==> src/rtl/sga_body_sequencer.sv <==
// sga_body_sequencer: snake-body engine. Owns the body coordinate store and
// performs one complete move (next head, wall check, self scan, shift, head
// write, optional growth) per accepted `step`, or loads the start pose on `init`.
// Optional build macro: SGA_WRAP_EN -- grid wraps at the edges, no wall hits.
module sga_body_sequencer #(
  parameter int unsigned COORD_W  = 4,
  parameter int unsigned GRID_X   = 16,
  parameter int unsigned GRID_Y   = 16,
  parameter int unsigned ADDR_W   = 4,
  parameter int unsigned INIT_LEN = 3,
  parameter int unsigned INIT_X   = 5,
  parameter int unsigned INIT_Y   = 8
) (
  input  logic                   clock,
  input  logic                   restart_n,
  input  logic                   init,
  input  logic                   step,
  input  logic [1:0]             dir,
  input  logic                   grow,
  output logic                   busy,
  output logic                   done,
  output logic                   wall_hit,
  output logic                   self_hit,
  output logic                   full,
  output logic [ADDR_W:0]        length,
  output logic [COORD_W-1:0]     head_x,
  output logic [COORD_W-1:0]     head_y,
  input  logic [ADDR_W-1:0]      rd_addr,
  output logic [2*COORD_W-1:0]   rd_data,
  output logic                   rd_valid
);

  localparam int unsigned MAX_LEN = 1 << ADDR_W;
  localparam int unsigned LEN_W   = ADDR_W + 1;

  localparam logic [COORD_W-1:0] X_MAX  = COORD_W'(GRID_X - 1);
  localparam logic [COORD_W-1:0] Y_MAX  = COORD_W'(GRID_Y - 1);
  localparam logic [COORD_W-1:0] X_INIT = COORD_W'(INIT_X);
  localparam logic [COORD_W-1:0] Y_INIT = COORD_W'(INIT_Y);
  localparam logic [ADDR_W-1:0]  INIT_LAST = ADDR_W'(INIT_LEN - 1);

  typedef enum logic [2:0] {
    ST_IDLE,
    ST_INIT,
    ST_CALC,
    ST_SCAN,
    ST_SHIFT,
    ST_WHEAD,
    ST_DONE
  } state_t;

  state_t state_q;
  state_t state_d;

  // Body store; entry 0 is the head. Deliberately not cleared by reset.
  logic [COORD_W-1:0] body_x [MAX_LEN];
  logic [COORD_W-1:0] body_y [MAX_LEN];

  logic [ADDR_W-1:0]  idx_q;
  logic [1:0]         dir_q;
  logic               grow_q;
  logic [COORD_W-1:0] nh_x_q;
  logic [COORD_W-1:0] nh_y_q;

  logic [COORD_W-1:0] nh_x_c;
  logic [COORD_W-1:0] nh_y_c;
  logic               wall_c;
  logic [LEN_W-1:0]   new_len_c;
  logic [ADDR_W-1:0]  span_c;
  logic               match_c;
  logic               accept_step_c;

  // Length after this move and the scan/shift span (new_len-1, zero when empty).
  always_comb begin
    new_len_c = length + LEN_W'(grow_q);
    span_c    = '0;
    if (new_len_c != '0) begin
      span_c = ADDR_W'(new_len_c - LEN_W'(1));
    end
  end

  // Candidate head is compared against the entry currently addressed by the scan.
  always_comb begin
    match_c = (body_x[idx_q] == nh_x_q) && (body_y[idx_q] == nh_y_q);
  end

  // A step is only taken from IDLE and loses to a simultaneous init.
  always_comb begin
    accept_step_c = (state_q == ST_IDLE) && step && !init;
  end

  // Next head from the current head and the latched direction, with edge handling.
  always_comb begin
    nh_x_c = head_x;
    nh_y_c = head_y;
    wall_c = 1'b0;
    case (dir_q)
      2'b00: begin
        if (head_x == X_MAX) begin
`ifdef SGA_WRAP_EN
          nh_x_c = '0;
`else
          wall_c = 1'b1;
`endif
        end else begin
          nh_x_c = head_x + COORD_W'(1);
        end
      end
      2'b01: begin
        if (head_y == Y_MAX) begin
`ifdef SGA_WRAP_EN
          nh_y_c = '0;
`else
          wall_c = 1'b1;
`endif
        end else begin
          nh_y_c = head_y + COORD_W'(1);
        end
      end
      2'b10: begin
        if (head_x == '0) begin
`ifdef SGA_WRAP_EN
          nh_x_c = X_MAX;
`else
          wall_c = 1'b1;
`endif
        end else begin
          nh_x_c = head_x - COORD_W'(1);
        end
      end
      default: begin
        if (head_y == '0) begin
`ifdef SGA_WRAP_EN
          nh_y_c = Y_MAX;
`else
          wall_c = 1'b1;
`endif
        end else begin
          nh_y_c = head_y - COORD_W'(1);
        end
      end
    endcase
  end

  // State register.
  always_ff @(posedge clock) begin
    if (!restart_n) begin
      state_q <= ST_IDLE;
    end else begin
      state_q <= state_d;
    end
  end

  // Next-state logic for the init and move sequences.
  always_comb begin
    state_d = state_q;
    case (state_q)
      ST_IDLE: begin
        if (init) begin
          state_d = ST_INIT;
        end else if (step) begin
          state_d = ST_CALC;
        end
      end
      ST_INIT: begin
        if (idx_q == INIT_LAST) begin
          state_d = ST_IDLE;
        end
      end
      ST_CALC: begin
        if (wall_c) begin
          state_d = ST_DONE;
        end else if (span_c == '0) begin
          state_d = ST_WHEAD;
        end else begin
          state_d = ST_SCAN;
        end
      end
      ST_SCAN: begin
        if (match_c) begin
          state_d = ST_DONE;
        end else if (idx_q == span_c - ADDR_W'(1)) begin
          state_d = ST_SHIFT;
        end
      end
      ST_SHIFT: begin
        if (idx_q == ADDR_W'(1)) begin
          state_d = ST_WHEAD;
        end
      end
      ST_WHEAD: state_d = ST_DONE;
      ST_DONE:  state_d = ST_IDLE;
      default:  state_d = ST_IDLE;
    endcase
  end

  // Control registers, sequence index and registered status/read outputs.
  always_ff @(posedge clock) begin
    if (!restart_n) begin
      busy     <= 1'b0;
      done     <= 1'b0;
      wall_hit <= 1'b0;
      self_hit <= 1'b0;
      length   <= '0;
      head_x   <= '0;
      head_y   <= '0;
      rd_data  <= '0;
      rd_valid <= 1'b0;
      idx_q    <= '0;
      dir_q    <= '0;
      grow_q   <= 1'b0;
      nh_x_q   <= '0;
      nh_y_q   <= '0;
    end else begin
      busy     <= (state_d != ST_IDLE);
      done     <= (state_d == ST_DONE);
      rd_data  <= {body_x[rd_addr], body_y[rd_addr]};
      rd_valid <= ({1'b0, rd_addr} < length);
      case (state_q)
        ST_IDLE: begin
          idx_q <= '0;
          if (accept_step_c) begin
            dir_q    <= dir;
            grow_q   <= grow && !full;
            wall_hit <= 1'b0;
            self_hit <= 1'b0;
          end
        end
        ST_INIT: begin
          idx_q <= idx_q + ADDR_W'(1);
          if (idx_q == '0) begin
            head_x <= X_INIT;
            head_y <= Y_INIT;
          end
          if (state_d == ST_IDLE) begin
            length <= LEN_W'(INIT_LEN);
          end
        end
        ST_CALC: begin
          nh_x_q   <= nh_x_c;
          nh_y_q   <= nh_y_c;
          wall_hit <= wall_c;
          idx_q    <= '0;
        end
        ST_SCAN: begin
          if (match_c) begin
            self_hit <= 1'b1;
          end
          if (state_d == ST_SHIFT) begin
            idx_q <= span_c;
          end else begin
            idx_q <= idx_q + ADDR_W'(1);
          end
        end
        ST_SHIFT: begin
          idx_q <= idx_q - ADDR_W'(1);
        end
        ST_WHEAD: begin
          head_x <= nh_x_q;
          head_y <= nh_y_q;
          length <= new_len_c;
        end
        default: begin
        end
      endcase
    end
  end

  // Body store writes: start pose, one-entry shift toward the tail, head write.
  always_ff @(posedge clock) begin
    if (restart_n) begin
      case (state_q)
        ST_INIT: begin
          body_x[idx_q] <= X_INIT - COORD_W'(idx_q);
          body_y[idx_q] <= Y_INIT;
        end
        ST_SHIFT: begin
          body_x[idx_q] <= body_x[idx_q - ADDR_W'(1)];
          body_y[idx_q] <= body_y[idx_q - ADDR_W'(1)];
        end
        ST_WHEAD: begin
          body_x[0] <= nh_x_q;
          body_y[0] <= nh_y_q;
        end
        default: begin
        end
      endcase
    end
  end

  // Full flag follows the length register directly.
  assign full = (length == LEN_W'(MAX_LEN));

endmodule

==> config.mk <==
export PLATFORM = sky130hd
export DESIGN_NAME = sga_body_sequencer
export DESIGN_NICKNAME = d
export VERILOG_FILES = /design/src/rtl/sga_body_sequencer.sv
export SDC_FILE = /design/constraint.sdc
export NUM_CORES = 1
export LEC_CHECK = 0
export ABC_AREA = 1
export BUFFER_PORTS_ARGS = -buffer_cell sky130_fd_sc_hd__buf_2
export CORE_MARGIN = 2
export CORE_UTILIZATION = 55
export DETAILED_ROUTE_END_ITERATION = 10
export GPL_ROUTABILITY_DRIVEN = 0
export PLACE_DENSITY = 0.83
export SYNTH_ARGS = -nofsm -noshare
export SYNTH_HDL_FRONTEND = slang
export SYNTH_SLANG_ARGS = --single-unit
==> constraint.sdc <==
create_clock -name clock -period 3 [get_ports clock]
set_clock_uncertainty 0.05 [all_clocks]
set_input_delay 0.3 -clock clock [delete_from_list [all_inputs] [get_ports clock]]
set_output_delay 0.3 -clock clock [all_outputs]
set_load 0.02 [all_outputs]
# Word level (Yosys, flattened, before mapping)
# Memories as Yosys holds them, arrays and structs flattened. A register that Yosys moved wholly into a read port is not among the register bits.
# Index checks and enable logic that the tools add are counted.
word_totals:
  romBits: 0
  memories: 2
  ff_bits: 36
  ramBits: 128
  in_bits: 11
  latch_bits: 0
memory_table:
  columns: ["memory", "words", "word_bits", "read_ports", "rd_ports_with_merged_regs", "write_ports", "line", "text"]
  rows:
  - ["body_x", 16, 4, 3, 2, 1, "56", "logic [COORD_W-1:0] body_x [MAX_LEN];"]
  - ["body_y", 16, 4, 3, 2, 1, "57", "logic [COORD_W-1:0] body_y [MAX_LEN];"]
classes:
  muxes: 54
  reduce_logical: 30
  mul: 0
  n_bitwise: 2
  n_addsub: 10
  n_div: 0
  order_cmp: 1
  shift: 0
  n_eq_ne: 21
op_table:
  columns: ["cell", "count"]
  rows:
  - ["2-to-1 mux 4 bit", 18]
  - ["case mux 4 bit (2 select lines)", 4]
  - ["2-to-1 mux 3 bit", 8]
  - ["subtractor 4 x 1 -> 4 bit, second input constant", 5]
  - ["case mux 3 bit (6 select lines)", 1]
  - ["2-to-1 mux 1 bit", 17]
  - ["zero test 4 bit", 4]
  - ["case mux 4 bit (4 select lines)", 1]
  - ["adder 4 x 1 -> 4 bit, second input constant", 3]
  - ["equality test 3 bit, second input constant", 4]
  - ["equality test 4 bit", 3]
  - ["case mux 5 bit (2 select lines)", 1]
  - ["equality test 4 bit, second input constant", 2]
  - ["!= test 2 bit, second input constant", 4]
  - ["AND reduction 2 bit", 4]
  - ["OR reduction 4 bit", 2]
  - ["equality test 3 x 2 -> 1 bit, second input constant", 2]
  - ["zero test 3 bit", 2]
  - ["nonzero test 2 bit", 3]
  - ["adder 5 x 1 -> 5 bit", 1]
  - ["equality test 5 bit, second input constant", 1]
  - ["< comparator 4 x 5 -> 1 bit", 1]
  - ["2-to-1 mux 5 bit", 1]
  - ["nonzero test 5 bit", 1]
  - ["other kinds (16)", 25]

# Logic depth before layout (Yosys ltp)
logic_depth:
  word_depth: 13
  depth_mapped: 24

# Least setup slack after synthesis
# OpenSTA, ideal clock, no wires.
synth_timing:
  path_type: "register to register"
  from: "reg idx_q[0]"
  to: "mem body_y[0][0] (data pin)"
  t_arrival_ns: 2.905
  stages_incl_launch_ff: 14
  slack_ns: -0.286
  path_cell_list: "dfxtp_1 -> clkbuf_1 -> clkinv_1 -> clkbuf_1 -> buf_1 -> ha_1 -> clkbuf_1 -> clkinv_1 -> clkbuf_1 -> o21ai_0 -> a21oi_1 -> o311ai_0 -> nand3_1 -> o21ai_0"
synth_between:
  elab_chain_len: 4
synth_lines:
  columns: ["item", "line", "text"]
  rows:
  - ["from (decl)", "59", "logic [ADDR_W-1:0] idx_q;"]
  - ["from (signal assigned)", "230", "idx_q <= idx_q + ADDR_W'(1);"]
  - ["from (signal assigned)", "250", "idx_q <= span_c;"]
  - ["from (signal assigned)", "252", "idx_q <= idx_q + ADDR_W'(1);"]
  - ["subtractor 4 x 1 -> 4 bit", "279", "body_y[idx_q] <= body_y[idx_q - ADDR_W'(1)];"]
  - ["memory read (16 x 4 bit)", null, null]
  - ["2-to-1 mux 4 bit (no source line) (2 in series)", null, null]
  - ["to (decl)", "57", null]
# Every way passes these cells.

# Worst setup path in the final report
layout_timing:
  from: "reg length[0]"
  to: "reg length[3]"
layout_between:
  elab_chain_len: 11
layout_lines:
  columns: ["item", "line", "text"]
  rows:
  - ["from (decl)", "25", "output logic [ADDR_W:0] length,"]
  - ["from (signal assigned)", "236", "length <= LEN_W'(INIT_LEN);"]
  - ["from (signal assigned)", "261", "length <= new_len_c;"]
  - ["adder 5 x 1 -> 5 bit *", "75", "new_len_c = length + LEN_W'(grow_q);"]
  - ["subtractor 4 x 1 -> 4 bit / nonzero test 5 bit (equally long branches)", "78, 77", null]
  - ["2-to-1 mux 4 bit", "77", "if (new_len_c != '0) begin"]
  - ["subtractor 4 x 1 -> 4 bit", "182", "end else if (idx_q == span_c - ADDR_W'(1)) begin"]
  - ["equality test 4 bit", "182", null]
  - ["2-to-1 mux 3 bit", "182", null]
  - ["2-to-1 mux 3 bit", "180", "if (match_c) begin"]
  - ["case mux 3 bit (6 select lines)", "157", "case (state_q)"]
  - ["zero test 3 bit", "235", "if (state_d == ST_IDLE) begin"]
  - ["!= test 2 bit (no source line)", null, null]
  - ["AND reduction 2 bit (no source line)", null, null]
# Every way passes the cells marked *; elsewhere a longest branch is shown, timed or not.
# A chain may end at the register's enable or synchronous reset.

==> run_results.csv <==
group,metric,value,unit
sta,finalCritPeriodShare,1.07,
sta,fmax,0.310,GHz
placement,dp_hpwl,21200,um
yosys,synth_area_leader_cell,"edfxtp_1",
yosys,yosysWarnings,0,
die,pin_count,38,
sta,hold_viol_final,0,
sta,tightest_slew,0.844,ns
sta,rsz0062_at_grt,"true",
clock_tree,clkSinkCount,176,
detailed_routing,drt-initial-drc-count,2099,
pwr,p_leak,4.86,nW
critical_path,start_kind,"flip-flop",
critical_path,cp_max_fo,6,
critical_path,rrSetupSlack,-0.22,ns
finish,num-fill-cells,1442,
sta,slew_viol_final,0,
yosys,yosysSeqAreaShare,0.455,
die,die_area,20300,sq um
clock_tree,cts.clk_slew.worst_paths,0.08,ns
detailed_routing,routed_wl,33700,um
job,max-cap-violations,0,
detailed_routing,wl_per_cell,20.9,um
sta,fin_ws,-0.222,ns
placement,dp_cells,1572,
clock_tree,clk-insertion-delay-late,0.44,ns
global_routing,grt_usage,0.328,
sta,layout_min_cycle_time,3.22,ns
yosys,syn_nets,1355,
detailed_routing,vias,10400,
yosys,netlist_area,10600,sq um
detailed_routing,firstDrtPassIters,8,
detailed_routing,viasPerCell,6.46,
yosys,synthFlopType,"edfxtp_1",
global_routing,grt_max_degree,83,
critical_path,crit_path_cell_trace,"ha_4 > ha_4 > inv_4 > ha_4 > nand2_2 > nand3b_4 > nand2_4 > ha_4 > xnor2_2 > xor2_1 > nor2_1 > nand2_2 > nand2_1 > nand2_1 > nand3b_4 > nor3_2 > nand2_1 > nand2_2 > inv_2 > nand3_1 > o21ai_1",
sta,relSlewSlack,0.437,
yosys,synth_cell_type_count,49,
critical_path,r2r-end,"length[3]",
die,start_util,0.562,
global_routing,grt_pass1_vias,9561,
critical_path,cp-end-kind,"flip-flop",
critical_path,cp.required,3.28,ns
global_routing,grt_pass1_wl,51300,um
yosys,ys_ff_latch,176,
critical_path,critPathSlowestCell,"dfxtp_2",
pwr,vdd_ir_drop_max,0.000494,V
die,dieHeight,143,um
finish,multiInputGateArea,4930,sq um
detailed_routing,ant_nets,0,
finish,final_util,0.646,
critical_path,rr_worst_depth,21,
finish,drive_gt1_frac,0.145,
yosys,syn_inst,1324,
clock_tree,cts_tree,"done",
clock_tree,cts_buffers,17,
critical_path,timing.rr.start,"length[0]",
die,die_w,143,um
pwr,p_total,10.7,mW
critical_path,max_stage_delay,0.34,ns
die,fp-row-count,50,
sta,tns,-1.55,ns
yosys,async_reset_ff_frac,0,
pwr,p_per_area,882,nW/um^2
critical_path,path_class,"reg2reg",
sta,setup_viol,11,
worst_hold_path,hold_depth,3,
outcome,violations,"setup timing",
finish,regArea,4810,sq um
yosys,synth_top_area_share,0.364,
sta,hold_ws,0.0355,ns
worst_hold_path,hold_class,"in2reg",
outcome,status,"complete, but fails checks",
finish,nets,1398,
clock_tree,clockBufferDepth,2,
global_routing,antenna_found_initial,0,
die,fp.coreArea,18800,sq um
detailed_routing,drc_errors,0,
yosys,synth.area.top_cells,"edfxtp_1 (36%), dfxtp_1 (9.1%), nand3_1 (9.1%)",
clock_tree,htree_levels,4,
placement,io_buffer_count,37,
worst_hold_path,hold_end,"dir_q[1]",
finish,fin_cells,1614,
yosys,syn_avg_cell_area,7.97,sq um
finish,area_growth_syn_to_layout,14.8,%
yosys,synth_enable_flop_cells,128,
global_routing,gr-total-overflow,0,
clock_tree,cts_root_buffer,"clkbuf_16",
finish,diodes,0,
critical_path,cpMostUsedCell,"ha_4",
critical_path,critPathArrivalTime,3.50,ns
worst_hold_path,min_from,"dir[1]",
-- cell type report --
type / count / area share
clock buffers: 18 / 0.0354
clock inverters: 14 / 0.0185
inverters: 165 / 0.0517
multi-input cells: 898 / 0.407
flip-flops and latches: 176 / 0.397
well taps: 234 / 0.0242
repair buffers: 109 / 0.0667
-- registers in the layout (all words and copies together) (netlist names), 2 cells and up, named ones only --
register  flops
nh_y_q        4
nh_x_q        4
length        5
body_y       64
head_x        4
state_q       3
dir_q         2
head_y        4
rd_data       8
body_x       64
idx_q         4
-- worst max-delay path, delay by kind of cell, from the launching register on --
| family | cells | cell delay (ns) |
|---|---|---|
| and+or+nand+nor | 12 | 1.39 |
| DFF | 1 | 0.34 |
| adders and majority gates | 4 | 0.76 |
| buffers and inverters | 2 | 0.10 |
| xor gates and xnor gates | 2 | 0.38 |
| AOI/OAI and AO/OA | 1 | 0.07 |
-- cells by family (layout without fill, tap and decap cells) --
kind of cell	Yosys count	after routing	synth area share
and+or+nand+nor	473	473	0.202
buffers and inverters	250	306	0.0975
adders and majority gates	20	20	0.0237
xor gates and xnor gates	18	18	0.0164
AOI/OAI and AO/OA	387	387	0.206
DFF	176	176	0.455
-- worst max-delay path by stage --
| stage | start | to | slack [ns] | depth (start not counted) |
|---|---|---|---|---|
| after global placement | length[0] | length[4] | -0.01 | 22 |
| after global routing | length[0] | length[3] | -0.33 | 20 |
| after detailed placement | length[0] | length[4] | -0.19 | 22 |
| after CTS | grow_q | flip-flop | -0.03 | 23 |
| after floorplan | length[0] | flip-flop | 0.001 | 23 |
| final | length[0] | length[3] | -0.22 | 21 |
-- report_power, final --
part | switching, mW | total, mW | internal (mW)
Combinational | 3.36 | 5.03 | 1.67
Clock | 1.01 | 2.51 | 1.50
Sequential | 0.190 | 3.15 | 2.96
Total | 4.56 | 10.7 | 6.13
-- synthesized netlist by cell type, types with 2 or more instances --
cell type,n
clkbuf_1,56
nand2_2,5
inv_1,162
xnor2_1,6
nor2_2,2
o211ai_2,2
nand2_1,179
o211ai_1,49
nor2_1,64
or2_0,2
buf_6,9
clkinv_1,2
dfxtp_1,48
nand3_1,192
or2_1,10
o32ai_1,5
a21oi_1,139
buf_2,16
nand4_1,3
a31oi_1,5
edfxtp_1,128
nand3b_1,2
nor3_1,8
o21ai_0,165
ha_1,20
xor2_1,10
a211oi_1,6
a221oi_1,3
o311ai_0,4
buf_1,3
-- through the flow --
step | worst slack (ns) | area (sq um)
floorplan | 0.000953 | 10600
global placement | -0.0130 | 11200
detailed placement | -0.187 | 11200
CTS | -0.0260 | 11900
global route | -0.333 | 12100
finish | -0.222 | 12100
-- repair_timing --
item / CTS / global route
setup buffers: 1 / 9
hold buffers: 0 / 0
resized for setup: 17 / 29
pin swaps: 10 / 20
hold endpoints to repair: 0 / 0
setup endpoints to repair: 13 / 13
-- per-layer routing --
| layer | share of wire | global-route usage | vias up |
|---|---|---|---|
| li1 | - | - | 4682 |
| met1 | 0.36 | 0.434 | 4711 |
| met2 | 0.45 | 0.513 | 840 |
| met3 | 0.13 | 0.0626 | 189 |
| met4 | 0.054 | 0.178 | 0 |
| met5 | 0 | 0 | - |
-- cells in the final DEF, fill, tap and decap left out, types with 5 or more instances in the layout --
cell type and instances:
edfxtp_1 128, buf_4 64, o21ai_2 8, nor3_1 7, inv_1 157, a211oi_1 5
a21oi_1 138, bufinv_16 5, buf_12 6, buf_2 37, or2_1 10, a31oi_1 5
dfxtp_1 44, nand3_2 9, nand2_1 173, clkbuf_16 17, nand2_2 7, o32ai_1 5
o211ai_1 49, o21ai_0 156, xor2_1 9, nand3_1 183, ha_1 16, nor2_1 64
(Power assumes the default switching activity.)
